--- src/rtl/ccff_chain_loader_if.sv ---
// Host-side configuration word channel for ccff_chain_loader.
// The host drives valid/data; the loader answers with ready.
interface ccff_chain_loader_if #(
  parameter int WORD_W = 32
) ();
  logic              wr_valid;
  logic [WORD_W-1:0] wr_data;
  logic              wr_ready;

  modport master (output wr_valid, output wr_data, input wr_ready);
  modport slave  (input wr_valid, input wr_data, output wr_ready);
endinterface

--- src/rtl/ccff_chain_loader.sv ---
// Serializes host configuration words MSB-first onto a tile's ccff chain,
// gating the chain clock per shifted bit and optionally counting verify mismatches.
module ccff_chain_loader #(
  parameter int CHAIN_LEN = 40,
  parameter int WORD_W    = 32,
  parameter int CNT_W     = $clog2(CHAIN_LEN + 1)
) (
  input  logic                 prog_clk,
  input  logic                 pReset,
  input  logic                 start,
  input  logic                 verify,
  ccff_chain_loader_if.slave   host,
  output logic                 ccff_head,
  input  logic                 ccff_tail,
  output logic                 ccff_clk_en,
  output logic                 busy,
  output logic                 done,
  output logic [CNT_W-1:0]     bit_cnt,
  output logic [CNT_W-1:0]     err_cnt
);

  localparam int N_WORDS = (CHAIN_LEN + WORD_W - 1) / WORD_W;
  localparam int LAST_W  = CHAIN_LEN - (N_WORDS - 1) * WORD_W;
  localparam int BL_W    = $clog2(WORD_W + 1);
  localparam int WA_W    = $clog2(N_WORDS + 1);

  typedef enum logic [1:0] {
    IDLE = 2'd0,
    LOAD = 2'd1,
    DONE = 2'd2
  } state_t;

  state_t            state;
  logic [WORD_W-1:0] buffer;
  logic [BL_W-1:0]   bits_left;
  logic [WA_W-1:0]   words_acc;
  logic              verify_q;

  state_t            nxt_state;
  logic [WORD_W-1:0] nxt_buffer;
  logic [BL_W-1:0]   nxt_bits_left;
  logic [WA_W-1:0]   nxt_words_acc;
  logic              nxt_verify_q;
  logic [CNT_W-1:0]  nxt_bit_cnt;
  logic [CNT_W-1:0]  nxt_err_cnt;
  logic              nxt_ready;
  logic              nxt_clk_en;
  logic              shift;
  logic              accept;

  // Next-state decode; outputs are derived from next state so they leave flops directly
  always_comb begin
    nxt_state     = state;
    nxt_buffer    = buffer;
    nxt_bits_left = bits_left;
    nxt_words_acc = words_acc;
    nxt_verify_q  = verify_q;
    nxt_bit_cnt   = bit_cnt;
    nxt_err_cnt   = err_cnt;
    shift         = (state == LOAD) && (bits_left != {BL_W{1'b0}});
    accept        = host.wr_valid && host.wr_ready;

    case (state)
      IDLE, DONE: begin
        if (start) begin
          nxt_state     = LOAD;
          nxt_buffer    = {WORD_W{1'b0}};
          nxt_bits_left = {BL_W{1'b0}};
          nxt_words_acc = {WA_W{1'b0}};
          nxt_verify_q  = verify;
          nxt_bit_cnt   = {CNT_W{1'b0}};
          nxt_err_cnt   = {CNT_W{1'b0}};
        end else begin
          nxt_state = state;
        end
      end
      LOAD: begin
        if (shift) begin
          nxt_buffer    = {buffer[WORD_W-2:0], 1'b0};
          nxt_bits_left = bits_left - BL_W'(1);
          nxt_bit_cnt   = bit_cnt + CNT_W'(1);
          if (verify_q && (ccff_tail != buffer[WORD_W-1]) &&
              (err_cnt != CNT_W'(CHAIN_LEN))) begin
            nxt_err_cnt = err_cnt + CNT_W'(1);
          end else begin
            nxt_err_cnt = err_cnt;
          end
          if (bit_cnt == CNT_W'(CHAIN_LEN - 1)) begin
            nxt_state = DONE;
          end else begin
            nxt_state = LOAD;
          end
        end else begin
          nxt_state = LOAD;
        end
        // A refill on the last-bit edge replaces the shifted word: zero-bubble handover
        if (accept) begin
          nxt_buffer    = host.wr_data;
          nxt_bits_left = (words_acc == WA_W'(N_WORDS - 1)) ? BL_W'(LAST_W) : BL_W'(WORD_W);
          nxt_words_acc = words_acc + WA_W'(1);
        end else begin
          nxt_words_acc = words_acc;
        end
      end
      default: begin
        nxt_state = IDLE;
      end
    endcase

    nxt_clk_en = (nxt_state == LOAD) && (nxt_bits_left != {BL_W{1'b0}});
    nxt_ready  = (nxt_state == LOAD) && (nxt_bits_left <= BL_W'(1)) &&
                 (nxt_words_acc < WA_W'(N_WORDS));
  end

  // State, datapath and registered outputs with synchronous reset
  always_ff @(posedge prog_clk) begin
    if (pReset) begin
      state         <= IDLE;
      buffer        <= {WORD_W{1'b0}};
      bits_left     <= {BL_W{1'b0}};
      words_acc     <= {WA_W{1'b0}};
      verify_q      <= 1'b0;
      bit_cnt       <= {CNT_W{1'b0}};
      err_cnt       <= {CNT_W{1'b0}};
      host.wr_ready <= 1'b0;
      ccff_head     <= 1'b0;
      ccff_clk_en   <= 1'b0;
      busy          <= 1'b0;
      done          <= 1'b0;
    end else begin
      state         <= nxt_state;
      buffer        <= nxt_buffer;
      bits_left     <= nxt_bits_left;
      words_acc     <= nxt_words_acc;
      verify_q      <= nxt_verify_q;
      bit_cnt       <= nxt_bit_cnt;
      err_cnt       <= nxt_err_cnt;
      host.wr_ready <= nxt_ready;
      ccff_head     <= nxt_buffer[WORD_W-1];
      ccff_clk_en   <= nxt_clk_en;
      busy          <= (nxt_state == LOAD);
      done          <= (nxt_state == DONE);
    end
  end

endmodule

--- src/flat_wrapper.sv ---
// flat-port wrapper written by rule: the top's interface ports become plain ports
module ccff_chain_loader_flat 
#(
  parameter int CHAIN_LEN = 40,
  parameter int WORD_W    = 32,
  parameter int CNT_W     = $clog2(CHAIN_LEN + 1)
)
  (prog_clk, pReset, start, verify, ccff_head, ccff_tail, ccff_clk_en, busy, done, bit_cnt, err_cnt, host_wr_valid, host_wr_data, host_wr_ready);
  ccff_chain_loader_if #(.WORD_W(WORD_W)) host_i ();
  input  logic prog_clk;
  input  logic pReset;
  input  logic start;
  input  logic verify;
  output logic ccff_head;
  input  logic ccff_tail;
  output logic ccff_clk_en;
  output logic busy;
  output logic done;
  output logic [CNT_W-1:0] bit_cnt;
  output logic [CNT_W-1:0] err_cnt;
  input wire logic [$bits(host_i.wr_valid)-1:0] host_wr_valid;
  input wire logic [$bits(host_i.wr_data)-1:0] host_wr_data;
  output wire logic [$bits(host_i.wr_ready)-1:0] host_wr_ready;
  assign host_i.wr_valid = host_wr_valid;
  assign host_i.wr_data = host_wr_data;
  assign host_wr_ready = host_i.wr_ready;
  ccff_chain_loader #(.CHAIN_LEN(CHAIN_LEN), .WORD_W(WORD_W), .CNT_W(CNT_W)) u_core (.prog_clk(prog_clk), .pReset(pReset), .start(start), .verify(verify), .host(host_i), .ccff_head(ccff_head), .ccff_tail(ccff_tail), .ccff_clk_en(ccff_clk_en), .busy(busy), .done(done), .bit_cnt(bit_cnt), .err_cnt(err_cnt));
endmodule
--- config.mk ---
export PLATFORM = sky130hd
export DESIGN_NAME = ccff_chain_loader_flat
export DESIGN_NICKNAME = d
export VERILOG_FILES = /design/src/rtl/ccff_chain_loader_if.sv /design/src/rtl/ccff_chain_loader.sv /design/src/flat_wrapper.sv
export SDC_FILE = /design/constraint.sdc
export NUM_CORES = 1
export LEC_CHECK = 0
export ABC_AREA = 1
export BUFFER_PORTS_ARGS = -buffer_cell sky130_fd_sc_hd__buf_2
export CAP_MARGIN = 40
export CORE_ASPECT_RATIO = 1.4
export CORE_UTILIZATION = 50
export DETAILED_ROUTE_END_ITERATION = 10
export GPL_ROUTABILITY_DRIVEN = 0
export MAX_ROUTING_LAYER = met4
export PLACE_DENSITY = 0.8
export RECOVER_POWER = 100
export SYNTH_ARGS = -nofsm -noshare
export SYNTH_HDL_FRONTEND = slang
export SYNTH_SLANG_ARGS = --single-unit
--- constraint.sdc ---
create_clock -name prog_clk -period 1.4 [get_ports prog_clk]
set_clock_uncertainty 0.1 [all_clocks]
set_input_delay 0.14 -clock prog_clk [delete_from_list [all_inputs] [get_ports prog_clk]]
set_output_delay 0.14 -clock prog_clk [all_outputs]
set_load 0.05 [all_outputs]
==> results of run 1 <==
[metal layers]
metal  GRT usage (%)  vias up  wire length [µm]
met5               -        -                 0
met4            17.2        0               610
met3            6.34       57               603
met2            50.9      183              5530
met1            30.9     1582              3680
li1                -     1523                 -
[kinds of logic (layout without fill, tap and decap cells)]
logic type,Yosys count,count (layout),synth area share (%)
adder cells (fa/ha/maj),6,6,2.60
XOR/XNOR,4,4,1.21
AND/OR/NAND/NOR,165,166,27.7
flip-flops,59,59,40.9
AO/OA/AOI/OAI,86,86,19.0
buffers and inverters,52,190,8.57
[worst paths after layout]
check	from	to	slack [ns]	cells past startpoint
max	u_core.bits_left[1]	u_core.buffer[21]	-0.28	8
min	start	u_core.state[1]	0.02	4
max reg2reg	u_core.bits_left[1]	u_core.buffer[21]	-0.28	8
min reg2reg	u_core.buffer[4]	u_core.buffer[5]	0.39	2
[where the power goes]
| part | switching (mW) | total (mW) | internal [mW] |
|---|---|---|---|
| Sequential | 0.0877 | 1.88 | 1.79 |
| Combinational | 0.593 | 1.06 | 0.468 |
| Clock | 0.755 | 1.68 | 0.925 |
| Total | 1.44 | 4.62 | 3.19 |
[layout by cell type, fill, tap and decap left out, types with 4 or more instances in the layout]
master / netlist / layout
clkbuf_2: 0 / 17
inv_1: 29 / 20
nand2_1: 75 / 62
buf_12: 0 / 4
buf_2: 4 / 37
nand2_8: 2 / 6
o21ai_1: 1 / 5
a311oi_1: 14 / 12
buf_4: 2 / 39
dfxtp_2: 0 / 13
a21oi_2: 0 / 10
nand2_4: 4 / 9
o21ai_2: 0 / 9
clkbuf_8: 0 / 11
dlygate4sd3_1: 0 / 27
nand2_2: 5 / 9
nand4_1: 4 / 4
nor2_2: 3 / 11
nor2_1: 45 / 31
inv_4: 1 / 7
dfxtp_4: 0 / 5
inv_2: 4 / 4
nor2_4: 3 / 9
buf_6: 5 / 13
dfxtp_1: 59 / 41
a21oi_1: 31 / 18
a211oi_2: 1 / 5
nand3_1: 15 / 14
a22oi_1: 17 / 17
[per-stage QoR]
| step | utilization, % | cells | hold slack, ns | setup TNS (ns) |
|---|---|---|---|---|
| after floorplan | - | 372 | 0.188 | -0.282 |
| after global placement | 64.7 | 515 | 0.265 | -3.29 |
| after detailed placement | 64.7 | 515 | 0.264 | -5.24 |
| after CTS | 76.4 | 568 | 0.0106 | -2.61 |
| after global routing | 84.0 | 579 | 0.0425 | -12.48 |
| final | 84.0 | 579 | 0.0183 | -8.59 |
[repair_timing]
action | in CTS | in global routing
endpoints found under the setup margin | 53 | 57
gates cloned | 1 | 1
hold buffers | 27 | 0
resized for setup | 25 | 85
hold endpoints to repair | 27 | 0
pin swaps | 14 | 20
setup buffers | 9 | 11
[state kept, by name (all words and copies together), names as in the netlist]
name and flops:
u_core.busy 1, u_core.bits_left 6, u_core.ccff_clk_en 1, u_core.bit_cnt 6, u_core.err_cnt 6, u_core.ccff_head 1, u_core.buffer 31, u_core.words_acc 2
u_core.verify_q 1, u_core.done 1, u_core.state 2, u_core.host.wr_ready 1
[final cells by class]
type,count,area [µm²]
Timing Repair Buffer,140,1110
Clock inverter,5,58.8
Tap cell,68,85.1
Clock buffer,11,151
Fill cell,282,882
Multi-Input combinational cell,262,1860
Sequential cell,59,1220
Inverter,34,164
[worst register-to-register path, cell delays in order, from the launching register on]
cell and delay, ns:
dfxtp_2 0.36, inv_4 0.05, ha_4 0.18, nand3_4 0.13, nand2_8 0.12, nand2_8 0.13
buf_4 0.20, nor2_1 0.07, a311oi_1 0.24
==> reports/qor.yml, run 1 <==
cts_max_level: 3
p_leak_nw: 1.95
cts_buffers: 9
synthesis.nets: 416
clkSinkCount: 59
postRouteAntennaNets: 0
violations: "setup timing"
clock_latency_ns: 0.36
cp-end-kind: "flip-flop"
ys.flop_type: "dfxtp_1"
grt_first_pass_wirelength_um: 13300
firstDrtPassIters: 5
yosysUniqueCellTypes: 35
ys_seq_area_share_pct: 40.9
numPortBuffers: 54
row_count: 32
hold_viol: 0
crit_path_max_fanout: 13
synth_edf_count: 0
start_util_pct: 52.3
synthTopCellsByCount: "nand2_1 (75), dfxtp_1 (59), nor2_1 (45)"
fin_nets: 550
critical-path-max-stage-delay_ns: 0.36
layout-drive-gt1-share_pct: 48.3
drc: 0
slew_violations: 0
grt_pass1_vias: 3075
yosys.area.top_type: "dfxtp_1"
ys_seq_elements: 59
finalSetupViolCount: 57
grt_max_degree: 32
diodes: 0
synth.most_common_cell: "nand2_1"
antenna_found_initial: 0
relSlewSlack_pct: 75.1
rsz0062_at_grt: "yes"
root_buffer: "clkbuf_8"
outcome: "finished, violations left"
synthTopCellsByArea: "dfxtp_1 (41%), nand2_1 (9.7%), nor2_1 (5.8%), a21oi_1 (5.4%), a22oi_1 (4.4%)"
worst_pin_slew_ns: 0.371
path_delay_family: "simple AND/OR/NAND/NOR gates"
placed_cell_area_um2: 3570
syn_inst: 372
fin_area_um2: 4640
cp_slowest_cell: "dfxtp_2"
avgViaCountPerCell: 5.78
dp_slack_ns: -0.186
syn_area_per_cell_um2: 7.77
path_cells: "inv_4 -> ha_4 -> nand3_4 -> nand2_8 -> nand2_8 -> buf_4 -> nor2_1 -> a311oi_1"
period_needed_ns: 1.68
vias: 3345
p_per_area_nw_per_um2: 995
wl_um: 10400
cts_tree: "built"
cts_max_path_buffers: 2
yosys_warnings: 0
finalPower_mw: 4.62
hold_class: "in -> reg"
track_usage_pct: 29.9
coreArea_um2: 5530
grt-ovfl-total: 0
synth_top_area_share_pct: 40.9
syn-cell-area_um2: 2890
die_h_um: 92.0
hpwl_um: 4750
async_flop_share_pct: 0
startpoint_type: "flip-flop"
drt_iter0_markers: 230
path_class: "reg -> reg"
ir_worst_vdd_mv: 0.840
crit_arrival_ns: 1.85
dieArea_um2: 6090
worst_setup_hold_path_clk_slew_ns: 0.08
critPathRequiredTime_ns: 1.57
critPathBufInv: 2
avgRoutedWirePerCell_um: 18.0
num_io_pins: 55
dieWidth_um: 66.3
crit_top_cell: "nand2_8"
max_freq_mhz: 596
fin_ws_ns: -0.278
area_delta_synth_final_pct: 60.6
final.period_utilization_pct: 120
drv_cap: 0
Note: power is estimated with default switching activity, not from simulation.
==> run 2: changes to the inputs <==
- CORE_UTILIZATION: 50 -> 55
- PLACE_DENSITY: 0.8 -> 0.83
- clock period: 1.4 -> 1.9 ns (I/O delays scaled with it)
==> run 2 against run 1 <==
Effect of this change:
- total power decreased by 35%
- sequential power decreased by 27%
- maximum frequency decreased by 5.5%
- non-clock buffer count decreased by 74
- critical endpoint is now u_core.host.wr_ready
- clock-buffer cell count unchanged
- critical path type unchanged
- worst hold slack got worse by 0.015 ns
- die area decreased by 8.9%
- the run now ends clean
- final area decreased by 25%
- sequential cell count unchanged
==> reports/qor.yml, run 2 (synthesis results as in run 1) <==
crit_path_max_fanout: 6  # -7
antenna_found_initial: 0  # unchanged
startpoint_type: "flip-flop"
diodes: 0  # unchanged
grt-ovfl-total: 0  # unchanged
numPortBuffers: 54  # unchanged
final_cells: 501  # -13%
dp_slack_ns: 0.103  # +0.289 ns
wl_um: 6860  # -34%
slew_violations: 0  # unchanged
relSlewSlack_pct: 60.0  # -15 points
final_common_cell: "nand2_1"
cts_max_level: 3  # unchanged
clock_latency_ns: 0.35  # about the same
fin_nets: 476  # -13%
drc: 0  # unchanged
grt_max_degree: 43  # +34%
track_usage_pct: 25.9  # -3.9 points
coreArea_um2: 4950  # -10%
row_count: 30  # -6.3%
layout-drive-gt1-share_pct: 20.6  # -28 points
r2r_slack_ns: 0.12  # +0.40 ns
cts_tree: "built"
area_delta_synth_final_pct: 20.5
finalSetupViolCount: 0  # -100%
outcome: "finished, final reports clean"
root_buffer: "clkbuf_8"
cts_max_path_buffers: 2  # unchanged
period_needed_ns: 1.78  # +0.0983 ns
avgRoutedWirePerCell_um: 13.7  # -24%
postRouteAntennaNets: 0  # unchanged
dieWidth_um: 63.3  # -4.5%
finalPower_mw: 3.02  # -35%
avgViaCountPerCell: 5.53  # -4.2%
start_util_pct: 58.3  # +6.0 points
cts_buffers: 9  # unchanged
p_leak_nw: 1.43  # -27%
worst_setup_hold_path_clk_slew_ns: 0.07  # about the same
vias: 2772  # -17%
cp-end-kind: "flip-flop"
path_cells: "inv_1 -> ha_1 -> nand3_4 -> buf_12 -> a21oi_1 -> nor2_1 -> nor2_4 -> nand2_1 -> nor3_2"
post-route-util_pct: 70.3  # -14 points
hpwl_um: 4430  # -6.8%
largest_reg_flops: 31  # unchanged
num_io_pins: 55  # unchanged
worst_pin_slew_ns: 0.602  # +0.231 ns
layout_common_cells: "nand2_1 (75), dfxtp_1 (57), nor2_1 (45)"
dp_cells: 478  # -7.2%
path_class: "reg -> reg"
grt_pass1_vias: 2419  # -21%
critical-path-max-stage-delay_ns: 0.33  # -0.03 ns
clkSinkCount: 59  # unchanged
hold_class: "in -> reg"
final.period_utilization_pct: 93.5  # -26 points
fin_ws_ns: 0.124  # +0.402 ns
p_per_area_nw_per_um2: 868  # -13%
firstDrtPassIters: 4  # -1
crit_arrival_ns: 1.95  # +0.10 ns
rsz0062_at_grt: "no"
setup_tns_ns: 0  # +8.59 ns
critPathRequiredTime_ns: 2.07  # +0.50 ns
max_freq_mhz: 563  # -5.5%
hold_viol: 0  # unchanged
dieArea_um2: 5550  # -8.9%
drv_cap: 0  # unchanged
ir_worst_vdd_mv: 0.510  # -39%
drt_iter0_markers: 184  # -20%
grt_first_pass_wirelength_um: 10800  # -19%
largest_register: "u_core.buffer"
die_h_um: 87.8  # -4.6%
cp_slowest_cell: "dfxtp_2"
run 2: repair_timing:
item	in CTS	in global routing
setup endpoints to repair	0	12
resized for setup	0	4
hold endpoints to repair	3	0
hold buffers	3	0
buffers inserted	0	2
run 2: through the flow:
stage / area (µm²) / hold slack (ns)
finish: 3480 / 0.00305
global placement: 3210 / 0.327
floorplan: 2890 / 0.238
detailed placement: 3210 / 0.336
global route: 3480 / 0.0149
CTS: 3430 / 0.00159
run 2: metal layers:
metal	GRT usage (%)	up-vias	part of all wire (%)
met5	-	-	0
met4	14.7	0	2.9
met3	5.73	20	4.8
met2	42.3	83	51
met1	29.3	1284	41
li1	-	1385	-
run 2: cell type report:
cell class	instances	area [µm²]
Fill cell	425	1470
Clock inverter	5	52.6
Clock buffer	11	141
Multi-Input combinational cell	262	1470
Sequential cell	59	1180
Timing Repair Buffer	66	422
Inverter	34	130
Tap cell	64	80.1
run 2: worst paths after layout:
path                                             end                 from  cells after the start
worst max-delay path            u_core.host.wr_ready  u_core.bits_left[0]                      9
worst max register to register  u_core.host.wr_ready  u_core.bits_left[0]                      9
worst min register to register     u_core.err_cnt[0]    u_core.err_cnt[0]                      1
worst min-delay path                u_core.buffer[4]      host_wr_data[4]                      3
run 2: where the power goes:
part / leakage (nW) / internal (mW) / switching [mW]
combinational: 0.846 / 0.196 / 0.311
sequential: 0.483 / 1.33 / 0.0474
clock: 0.0991 / 0.634 / 0.508
run 2: worst max-delay path, delay by kind of cell (launching register included):
family,cells,cell delay [ns]
AOI/OAI and AO/OA,1,0.14
adders and majority gates,1,0.22
buffers and inverters,2,0.27
and+or+nand+nor,5,0.65
DFF,1,0.33
